## src/rtl/ssemi_adc_decimator_csr_arbiter.sv

```systemverilog
// Two-requester round-robin arbiter / sequencer for the ADC decimator CSR port.
// Optional downstream handshake timeout: define SSEMI_CSR_ARB_TIMEOUT_EN.
module ssemi_adc_decimator_csr_arbiter #(
    parameter logic [7:0]  ADDR_MAX       = 8'h3F,
    parameter int unsigned TIMEOUT_CYCLES = 64,
    parameter logic [31:0] ERR_RDATA      = 32'hDEAD_BEEF
) (
    input  logic        i_clk,
    input  logic        i_rst,
    input  logic        i_req0_valid,
    input  logic        i_req0_wr,
    input  logic [7:0]  i_req0_addr,
    input  logic [31:0] i_req0_wdata,
    output logic        o_req0_ready,
    output logic        o_req0_rsp_valid,
    output logic [31:0] o_req0_rsp_data,
    output logic        o_req0_rsp_err,
    input  logic        i_req1_valid,
    input  logic        i_req1_wr,
    input  logic [7:0]  i_req1_addr,
    input  logic [31:0] i_req1_wdata,
    output logic        o_req1_ready,
    output logic        o_req1_rsp_valid,
    output logic [31:0] o_req1_rsp_data,
    output logic        o_req1_rsp_err,
    output logic        o_csr_wr_valid,
    output logic [7:0]  o_csr_addr,
    output logic [31:0] o_csr_wr_data,
    input  logic        i_csr_wr_ready,
    output logic        o_csr_rd_ready,
    input  logic [31:0] i_csr_rd_data,
    input  logic        i_csr_rd_valid,
    output logic        o_busy,
    output logic        o_grant_id
);

    // A zero timeout would make the abort compare meaningless.
    if (TIMEOUT_CYCLES < 1) begin : g_bad_param
        $error("TIMEOUT_CYCLES must be at least 1");
    end

    typedef enum logic [1:0] {
        IDLE  = 2'd0,
        WRITE = 2'd1,
        READ  = 2'd2,
        RESP  = 2'd3
    } state_e;

    state_e      state_q, state_d;
    logic        ptr_q, ptr_d;
    logic        id_q, id_d;
    logic [7:0]  addr_q, addr_d;
    logic [31:0] wdata_q, wdata_d;
    logic        bad_q, bad_d;

    logic [31:0] rsp0_data_q, rsp1_data_q;
    logic        rsp0_err_q, rsp1_err_q;

    logic        rsp_load;
    logic [31:0] rsp_data_n;
    logic        rsp_err_n;

    logic        any_valid;
    logic        gnt;
    logic        sel_wr;
    logic [7:0]  sel_addr;
    logic [31:0] sel_wdata;
    logic        tmo;

`ifdef SSEMI_CSR_ARB_TIMEOUT_EN
    localparam int CW = (TIMEOUT_CYCLES > 1) ? $clog2(TIMEOUT_CYCLES) : 1;
    logic [CW-1:0] cnt_q, cnt_d;

    assign tmo = (cnt_q == CW'(TIMEOUT_CYCLES - 1));

    // Wait counter for the pending downstream handshake.
    always_ff @(posedge i_clk or posedge i_rst) begin
        if (i_rst) begin
            cnt_q <= '0;
        end else begin
            cnt_q <= cnt_d;
        end
    end
`else
    assign tmo = 1'b0;
`endif

    // Grant: pointer breaks ties, a lone requester always wins.
    always_comb begin
        any_valid = i_req0_valid | i_req1_valid;
        gnt       = (i_req0_valid & i_req1_valid) ? ptr_q : i_req1_valid;
        sel_wr    = gnt ? i_req1_wr    : i_req0_wr;
        sel_addr  = gnt ? i_req1_addr  : i_req0_addr;
        sel_wdata = gnt ? i_req1_wdata : i_req0_wdata;
    end

    // Next-state and response capture for the transaction sequencer.
    always_comb begin
        state_d    = state_q;
        ptr_d      = ptr_q;
        id_d       = id_q;
        addr_d     = addr_q;
        wdata_d    = wdata_q;
        bad_d      = bad_q;
        rsp_load   = 1'b0;
        rsp_data_n = '0;
        rsp_err_n  = 1'b0;
`ifdef SSEMI_CSR_ARB_TIMEOUT_EN
        cnt_d      = cnt_q;
`endif
        unique case (state_q)
            IDLE: begin
                if (any_valid) begin
                    ptr_d   = ~gnt;
                    id_d    = gnt;
                    addr_d  = sel_addr;
                    wdata_d = sel_wdata;
                    // Bad addresses still spend one cycle in the access
                    // state (with downstream strobes masked) so every
                    // response arrives at least two cycles after accept.
                    bad_d   = (sel_addr > ADDR_MAX);
                    state_d = sel_wr ? WRITE : READ;
`ifdef SSEMI_CSR_ARB_TIMEOUT_EN
                    cnt_d   = '0;
`endif
                end
            end
            WRITE: begin
                if (bad_q) begin
                    state_d    = RESP;
                    rsp_load   = 1'b1;
                    rsp_data_n = ERR_RDATA;
                    rsp_err_n  = 1'b1;
                end else if (i_csr_wr_ready) begin
                    state_d    = RESP;
                    rsp_load   = 1'b1;
                end else if (tmo) begin
                    state_d    = RESP;
                    rsp_load   = 1'b1;
                    rsp_data_n = ERR_RDATA;
                    rsp_err_n  = 1'b1;
                end else begin
`ifdef SSEMI_CSR_ARB_TIMEOUT_EN
                    cnt_d = cnt_q + 1'b1;
`endif
                end
            end
            READ: begin
                if (bad_q) begin
                    state_d    = RESP;
                    rsp_load   = 1'b1;
                    rsp_data_n = ERR_RDATA;
                    rsp_err_n  = 1'b1;
                end else if (i_csr_rd_valid) begin
                    state_d    = RESP;
                    rsp_load   = 1'b1;
                    rsp_data_n = i_csr_rd_data;
                end else if (tmo) begin
                    state_d    = RESP;
                    rsp_load   = 1'b1;
                    rsp_data_n = ERR_RDATA;
                    rsp_err_n  = 1'b1;
                end else begin
`ifdef SSEMI_CSR_ARB_TIMEOUT_EN
                    cnt_d = cnt_q + 1'b1;
`endif
                end
            end
            RESP: begin
                state_d = IDLE;
            end
            default: begin
                state_d = IDLE;
            end
        endcase
    end

    // State, pointer and transaction latch registers.
    always_ff @(posedge i_clk or posedge i_rst) begin
        if (i_rst) begin
            state_q <= IDLE;
            ptr_q   <= 1'b0;
            id_q    <= 1'b0;
            addr_q  <= '0;
            wdata_q <= '0;
            bad_q   <= 1'b0;
        end else begin
            state_q <= state_d;
            ptr_q   <= ptr_d;
            id_q    <= id_d;
            addr_q  <= addr_d;
            wdata_q <= wdata_d;
            bad_q   <= bad_d;
        end
    end

    // Per-requester response data/err, held until that requester's next response.
    always_ff @(posedge i_clk or posedge i_rst) begin
        if (i_rst) begin
            rsp0_data_q <= '0;
            rsp0_err_q  <= 1'b0;
            rsp1_data_q <= '0;
            rsp1_err_q  <= 1'b0;
        end else if (rsp_load) begin
            if (id_q) begin
                rsp1_data_q <= rsp_data_n;
                rsp1_err_q  <= rsp_err_n;
            end else begin
                rsp0_data_q <= rsp_data_n;
                rsp0_err_q  <= rsp_err_n;
            end
        end
    end

    // Outputs decoded from registered state; strobes drop with async reset.
    always_comb begin
        o_req0_ready     = (state_q == IDLE) & any_valid & ~gnt;
        o_req1_ready     = (state_q == IDLE) & any_valid & gnt;
        o_req0_rsp_valid = (state_q == RESP) & ~id_q;
        o_req1_rsp_valid = (state_q == RESP) & id_q;
        o_req0_rsp_data  = rsp0_data_q;
        o_req0_rsp_err   = rsp0_err_q;
        o_req1_rsp_data  = rsp1_data_q;
        o_req1_rsp_err   = rsp1_err_q;
        o_csr_wr_valid   = (state_q == WRITE) & ~bad_q;
        o_csr_rd_ready   = (state_q == READ) & ~bad_q;
        o_csr_addr       = addr_q;
        o_csr_wr_data    = wdata_q;
        o_busy           = (state_q != IDLE);
        o_grant_id       = id_q;
    end

endmodule

```

## config.mk

```make
export PLATFORM = sky130hd
export DESIGN_NAME = ssemi_adc_decimator_csr_arbiter
export DESIGN_NICKNAME = d
export VERILOG_FILES = /design/src/rtl/ssemi_adc_decimator_csr_arbiter.sv
export SDC_FILE = /design/constraint.sdc
export NUM_CORES = 1
export LEC_CHECK = 0
export ABC_CLOCK_PERIOD_IN_PS = 8600
export BUFFER_PORTS_ARGS = -buffer_cell sky130_fd_sc_hd__buf_2
export CORE_UTILIZATION = 42
export CTS_CLUSTER_DIAMETER = 100
export DETAILED_ROUTE_END_ITERATION = 6
export GPL_TIMING_DRIVEN = 0
export PLACE_DENSITY = 0.74
export SYNTH_ARGS = -nofsm -noshare
export SYNTH_HDL_FRONTEND = slang
export SYNTH_SLANG_ARGS = --single-unit
```

## constraint.sdc

```tcl
create_clock -name i_clk -period 8.6 [get_ports i_clk]
set_input_delay 0 -clock i_clk [delete_from_list [all_inputs] [get_ports i_clk]]
set_output_delay 0 -clock i_clk [all_outputs]
set_load 0.005 [all_outputs]
```

### Word level (Yosys, flattened, before mapping)

Index checks and enable logic that the tools add are counted.

| storage, ports and cells | value |
|---|---|
| bits in registers | 111 |
| input port bits | 120 |
| output and inout port bits | 114 |
| logic and storage cells | 58 |

| cells by class | value |
|---|---|
| $lt $le $gt $ge | 1 |
| equality and inequality tests | 6 |
| multiplexer cells | 22 |
| bitwise logic cells | 12 |
| reductions and logical operators | 7 |

Operators by type and width:

| kind | number |
|---|---|
| 2-to-1 mux 32 bit | 4 |
| case mux 32 bit (2 select lines) | 1 |
| 2-to-1 mux 2 bit | 6 |
| AND 1 bit | 8 |
| greater-than comparator 8 x 6 -> 1 bit (second input constant) | 1 |
| 2-to-1 mux 1 bit | 8 |
| 2-to-1 mux 8 bit | 1 |
| case mux 2 bit (4 select lines) | 1 |
| inequality test 3 bit (second input constant) | 2 |
| AND reduction 2 bit | 3 |
| equality test 2 bit (second input constant) | 2 |
| NOT 1 bit | 3 |
| AND reduction 3 bit | 1 |
| equality test 2 x 1 -> 1 bit (second input constant) | 1 |
| logical NOT 2 bit | 1 |
| inequality test 2 bit (second input constant) | 1 |
| case mux 1 bit (2 select lines) | 1 |
| nonzero test 2 bit | 1 |
| OR reduction 2 bit | 1 |
| OR 1 bit | 1 |

### Depth between registers and ports, before layout

| logic depth | value |
|---|---|
| depth in word-level cells | 6 |
| depth in mapped cells | 8 |
| gate-level depth less buffers | 6 |

### Worst setup path before layout

No wires, ideal clock.

| path | value |
|---|---|
| path kind | register to register |
| start point | register state_q[0] |
| end point | register rsp1_data_q[12], in the netlist o_req1_rsp_data[12] |
| setup time | 0.135 ns |
| arrival | 1.579 ns |
| required time | 8.465 ns |
| slack | 6.886 ns |
| cell stages (with the launch flop) | 8 |
| path buffers | 2 |
| clock period less this slack | 1.714 ns |
| path through | dfrtp_1 > inv_1 > ha_1 > mux2_2 > o211ai_2 > buf_4 > buf_4 > o31ai_1 |

| on the way | value |
|---|---|
| longest elaborated chain between the ends | 3 |
| elaborated cells between the ends (all ways) | 5 |
| those cells by class | eq/ne (2); mux (2); reduce/logical (1) |

Ends and longest elaborated chain:

| what | line | text |
|---|---|---|
| start, declared | 49 | `state_e state_q, state_d;` |
| start signal, assigned | 188 | `state_q <= state_d;` |
| equality test 2 bit or equality test 2 x 1 -> 1 bit (tied branches) | 111 | `unique case (state_q)` |
| case mux 1 bit (2 select lines) | 111 |  |
| AND reduction 2 bit (no source line) | - |  |
| end signal, assigned | 206 | `rsp1_data_q <= rsp_data_n;` |
| end, declared | 56 | `logic [31:0] rsp0_data_q, rsp1_data_q;` |

Parallel ways exist; a longest one is shown, timed or not.
A chain may end at the register's enable or synchronous reset.

### Worst setup path in the final report

| path | value |
|---|---|
| start point | register state_q[0] |
| end point | register wdata_q[1], in the netlist o_csr_wr_data[1] |

| on the way | value |
|---|---|
| longest elaborated chain between the ends | 2 |

Ends and longest elaborated chain:

| what | line | text |
|---|---|---|
| logical NOT 2 bit | 111 |  |
| AND reduction 2 bit (no source line) | - |  |
| end signal, assigned | 192 | `wdata_q <= wdata_d;` |
| end, declared | 53 | `logic [31:0] wdata_q, wdata_d;` |

Every way passes these cells.

==> results.sh <==
export IMPL_post_synth_top_area_fraction_pct=58.2
export IMPL_fp_dieArea_um2=11800
export IMPL_vias_in_the_first_global_route=4994
export IMPL_synth_area_um2=4770
export IMPL_timing_hold_violations_final=0
export IMPL_worst_endpoint_required_ps=8840
export IMPL_register_area_um2=2780
export IMPL_synth_sequential_area_ratio_pct=58.2
export IMPL_place_gp_congestion=0.798
export IMPL_power_share_clock_pct=17.3
export IMPL_setup_tns_ps=0
export IMPL_synth_top_cells_by_area="sky130_fd_sc_hd__dfrtp_1 58%, sky130_fd_sc_hd__a222oi_1 8.0%, sky130_fd_sc_hd__o31ai_1 7.6%"
export IMPL_synth_edf_count=0
export IMPL_synthesis_instances=445
export IMPL_worst_setup_path_type="flop to flop"
export IMPL_dp_worst_setup_slack_ps=6570
export IMPL_p_int_w=0.00146
export IMPL_ys_top_cells_by_count="111 x sky130_fd_sc_hd__dfrtp_1, 77 x sky130_fd_sc_hd__nand2_1, 48 x sky130_fd_sc_hd__o31ai_1"
export IMPL_drive_gt1_share_pct=36.5
export IMPL_firstDrtPassIters=7
export IMPL_final_period_minus_worst_setup_slack_ps=2620
export IMPL_worst_setup_path_start_kind="flop"
export IMPL_synth_yosys_warnings=0
export IMPL_clock_latency_ps=350
export IMPL_synthesis_to_layout_area_growth_pct=52.8
export IMPL_crit_top_cell="sky130_fd_sc_hd__inv_1"
export IMPL_final_cell_area_um2=7290
export IMPL_critical_path_peak_fanout=10
export IMPL_failing_checks="design-rule violations"
export IMPL_cts_buffer_count=9
export IMPL_post_route_util_pct=66.7
export IMPL_io_buffers=231
export IMPL_nNetsFinal=900
export IMPL_post_synth_num_cell_types=32
export IMPL_post_route_drc_count=10
export IMPL_cts_tree="yes"
export IMPL_num_vias=5092
export IMPL_grt_util_all_layers_pct=28.2
export IMPL_mean_area_per_synthesized_cell_um2=10.7
export IMPL_drv_cap=0
export IMPL_synthFlopType="sky130_fd_sc_hd__dfrtp_1"
export IMPL_grt_start_max_net_pins=59
export IMPL_detailed_place_hpwl_mm=10.2
export IMPL_maxSlewViolCount=0
export IMPL_share_comb_of_total_power_pct=49.3
export IMPL_final_antenna_net_count=0
export IMPL_synth_top_area_cell="sky130_fd_sc_hd__dfrtp_1"
export IMPL_rr_worst_depth=7
export IMPL_cts_path_max_buffers=2
export IMPL_outcome="complete, but fails checks"
export IMPL_power_leakage_nw=3.88
export IMPL_grt_setup_unrepaired="no"
export IMPL_yosysMostFrequentCell="sky130_fd_sc_hd__dfrtp_1"
export IMPL_post_drt_via_cell_ratio=5.53
export IMPL_cts_num_sinks=111
export IMPL_crit_chain="inv_1, ha_1, o21ai_1, clkbuf_1, a222oi_1, dlygate4sd3_1, inv_1"
export IMPL_final_fill_count=824
export IMPL_grt_antenna_before_repair=1
export IMPL_slowest_stage="sky130_fd_sc_hd__dlygate4sd3_1"
export IMPL_finalWorstSetupSlack_ps=5980
export IMPL_cts_resized=0
export IMPL_powerDensity_nw_per_um2=328
export IMPL_slowest_delay_ps=640
export IMPL_gr_total_overflow=0
export IMPL_detail_route_iter0_violations=580
export IMPL_floorplan_core_area_um2=10900
export IMPL_multi_input_area_um2=1590
export IMPL_net_switching_power_w=0.000937
export IMPL_die_width_um=109
export IMPL_clock_tree_root_cell="sky130_fd_sc_hd__clkbuf_16"
export IMPL_worst_setup_hold_path_clk_slew_ps=80
export IMPL_worst_hold_path_num_cells=3
export IMPL_measured_slew_at_the_worst_slew_check_pin_ps=692
export IMPL_slew_margin_rel_pct=53.9
export IMPL_share_of_flip_flops_with_an_asynchronous_set_or_reset_after_synthesis_pct=100
export IMPL_achievable_frequency_ghz=0.382
export IMPL_switching_share_pct=39.2
export IMPL_postPlaceCellArea_um2=6130
export IMPL_final_setup_skew_ps=7.18
export IMPL_floorplan_initialDensity_pct=43.6
export IMPL_top_level_ports=234
export IMPL_end_kind="flop"
export IMPL_synth_ff_latch_count=111
export IMPL_min_path_type="input port to flop"
export IMPL_global_route_wire_length_before_repair_mm=25.1
export IMPL_routed_wl_mm=16.5
export IMPL_routed_wire_length_per_instance_um=17.9
export IMPL_syn_nets=571
export IMPL_h_tree_levels=3
export IMPL_die_height_um=109
export IMPL_setup_viol_count_final=0
export IMPL_number_of_core_rows=38
export IMPL_worst_ir_drop_vdd_uv=180
export IMPL_power_sequential_fraction_pct=33.4
export IMPL_crit_arrival_ps=2860
export IMPL_finalCritPeriodShare_pct=30.5
area by class of cell:
| cell class | instances | area share [%] |
|---|---|---|
| antenna | 2 | 0.0686 |
| buffer | 41 | 3.38 |
| clock buffer | 11 | 3.47 |
| clock inverter | 5 | 0.566 |
| inverter | 42 | 2.20 |
| multi-input combinational | 251 | 21.8 |
| sequential | 111 | 38.1 |
| tap | 140 | 2.40 |
| timing repair buffer | 318 | 28.0 |
cells in the final DEF, fill, tap and decap left out, types with 2 or more instances in the layout:
master and count:
sky130_fd_sc_hd__nand2b_1 2, sky130_fd_sc_hd__a222oi_1 38, sky130_fd_sc_hd__dfrtp_1 111, sky130_fd_sc_hd__and3_1 3, sky130_fd_sc_hd__a21o_1 4, sky130_fd_sc_hd__o21ai_1 12
sky130_fd_sc_hd__ha_1 6, sky130_fd_sc_hd__buf_2 242, sky130_fd_sc_hd__dlygate4sd3_1 86, sky130_fd_sc_hd__buf_4 13, sky130_fd_sc_hd__diode_2 2, sky130_fd_sc_hd__clkbuf_1 13
sky130_fd_sc_hd__clkbuf_16 9, sky130_fd_sc_hd__nand2_1 77, sky130_fd_sc_hd__a31o_2 2, sky130_fd_sc_hd__o21ai_0 7, sky130_fd_sc_hd__o31ai_1 48, sky130_fd_sc_hd__a21oi_1 29
sky130_fd_sc_hd__nor2b_1 4, sky130_fd_sc_hd__clkinvlp_4 2, sky130_fd_sc_hd__nand3_1 2, sky130_fd_sc_hd__buf_6 4, sky130_fd_sc_hd__nor2_1 5, sky130_fd_sc_hd__clkbuf_8 2
sky130_fd_sc_hd__inv_1 41, sky130_fd_sc_hd__clkinv_4 2
sequential cells by signal (all words and copies together), names as in the netlist:
signal,count
state_q,2
ptr_q,1
bad_q,1
o_req0_rsp_err,1
o_csr_wr_data,32
o_req1_rsp_data,32
o_grant_id,1
o_csr_addr,8
o_req1_rsp_err,1
o_req0_rsp_data,32
stage by stage:
step                      power (W)  hold slack [ps]  cells
after detailed placement    0.00177              158    817
after CTS                   0.00236             5.03    919
after global routing        0.00255             14.0    920
final                       0.00239             6.62    921
after floorplan             0.00138              125    445
after global placement      0.00173              213    816
final timing paths:
kind	start	endpoint	slack (ps)
max in group asynchronous	i_rst	o_req0_rsp_data[2]$_DFFE_PP0P_	7570
setup reg to reg	state_q[0]$_DFFE_PP0P_	o_csr_wr_data[1]$_DFFE_PP0P_	5980
min in group asynchronous	i_rst	o_req1_rsp_data[17]$_DFFE_PP0P_	320
hold reg to reg	o_req0_rsp_data[9]$_DFFE_PP0P_	o_req0_rsp_data[9]$_DFFE_PP0P_	470
setup / recovery	state_q[0]$_DFFE_PP0P_	o_csr_wr_data[1]$_DFFE_PP0P_	5980
hold / removal	i_csr_rd_data[2]	o_req1_rsp_data[2]$_DFFE_PP0P_	7
cell families after synthesis:
family,synth area share [%]
muxes,0.236
buffers and inverters,8.47
adders and majority gates,1.57
DFF,58.2
and+or+nand+nor,8.55
AOI/OAI and AO/OA,23.0
power groups by stage:
stage	sequential (W)	clock, W	combinational [W]
after floorplan	0.000799	0	0.000583
after global placement	0.000793	0	0.000941
after detailed placement	0.000795	0	0.000972
after CTS	0.000790	0.000420	0.00115
after global routing	0.000813	0.000441	0.00129
final	0.000798	0.000414	0.00118
routing by layer:
metal / vias up / wire length (µm) / track usage, %
li1: 2265 / - / -
met1: 2448 / 6360 / 34.4
met2: 342 / 8100 / 47.6
met3: 37 / 1550 / 5.79
met4: 0 / 447 / 13.5
met5: - / 0 / 0
timing repair:
action	in CTS	in global routing
hold buffers	86	0
buffers inserted	0	0
endpoints found under the hold margin	109	0
worst max-delay path: cells and delay by family (launching register included):
| kind | cells | cell delay, ps |
|---|---|---|
| buffers and inverters | 4 | 1200 |
| adder cells (fa/ha/maj) | 1 | 320 |
| flip-flops | 1 | 420 |
| AO/OA/AOI/OAI | 2 | 570 |
Power figures use the tool's default switching activity.
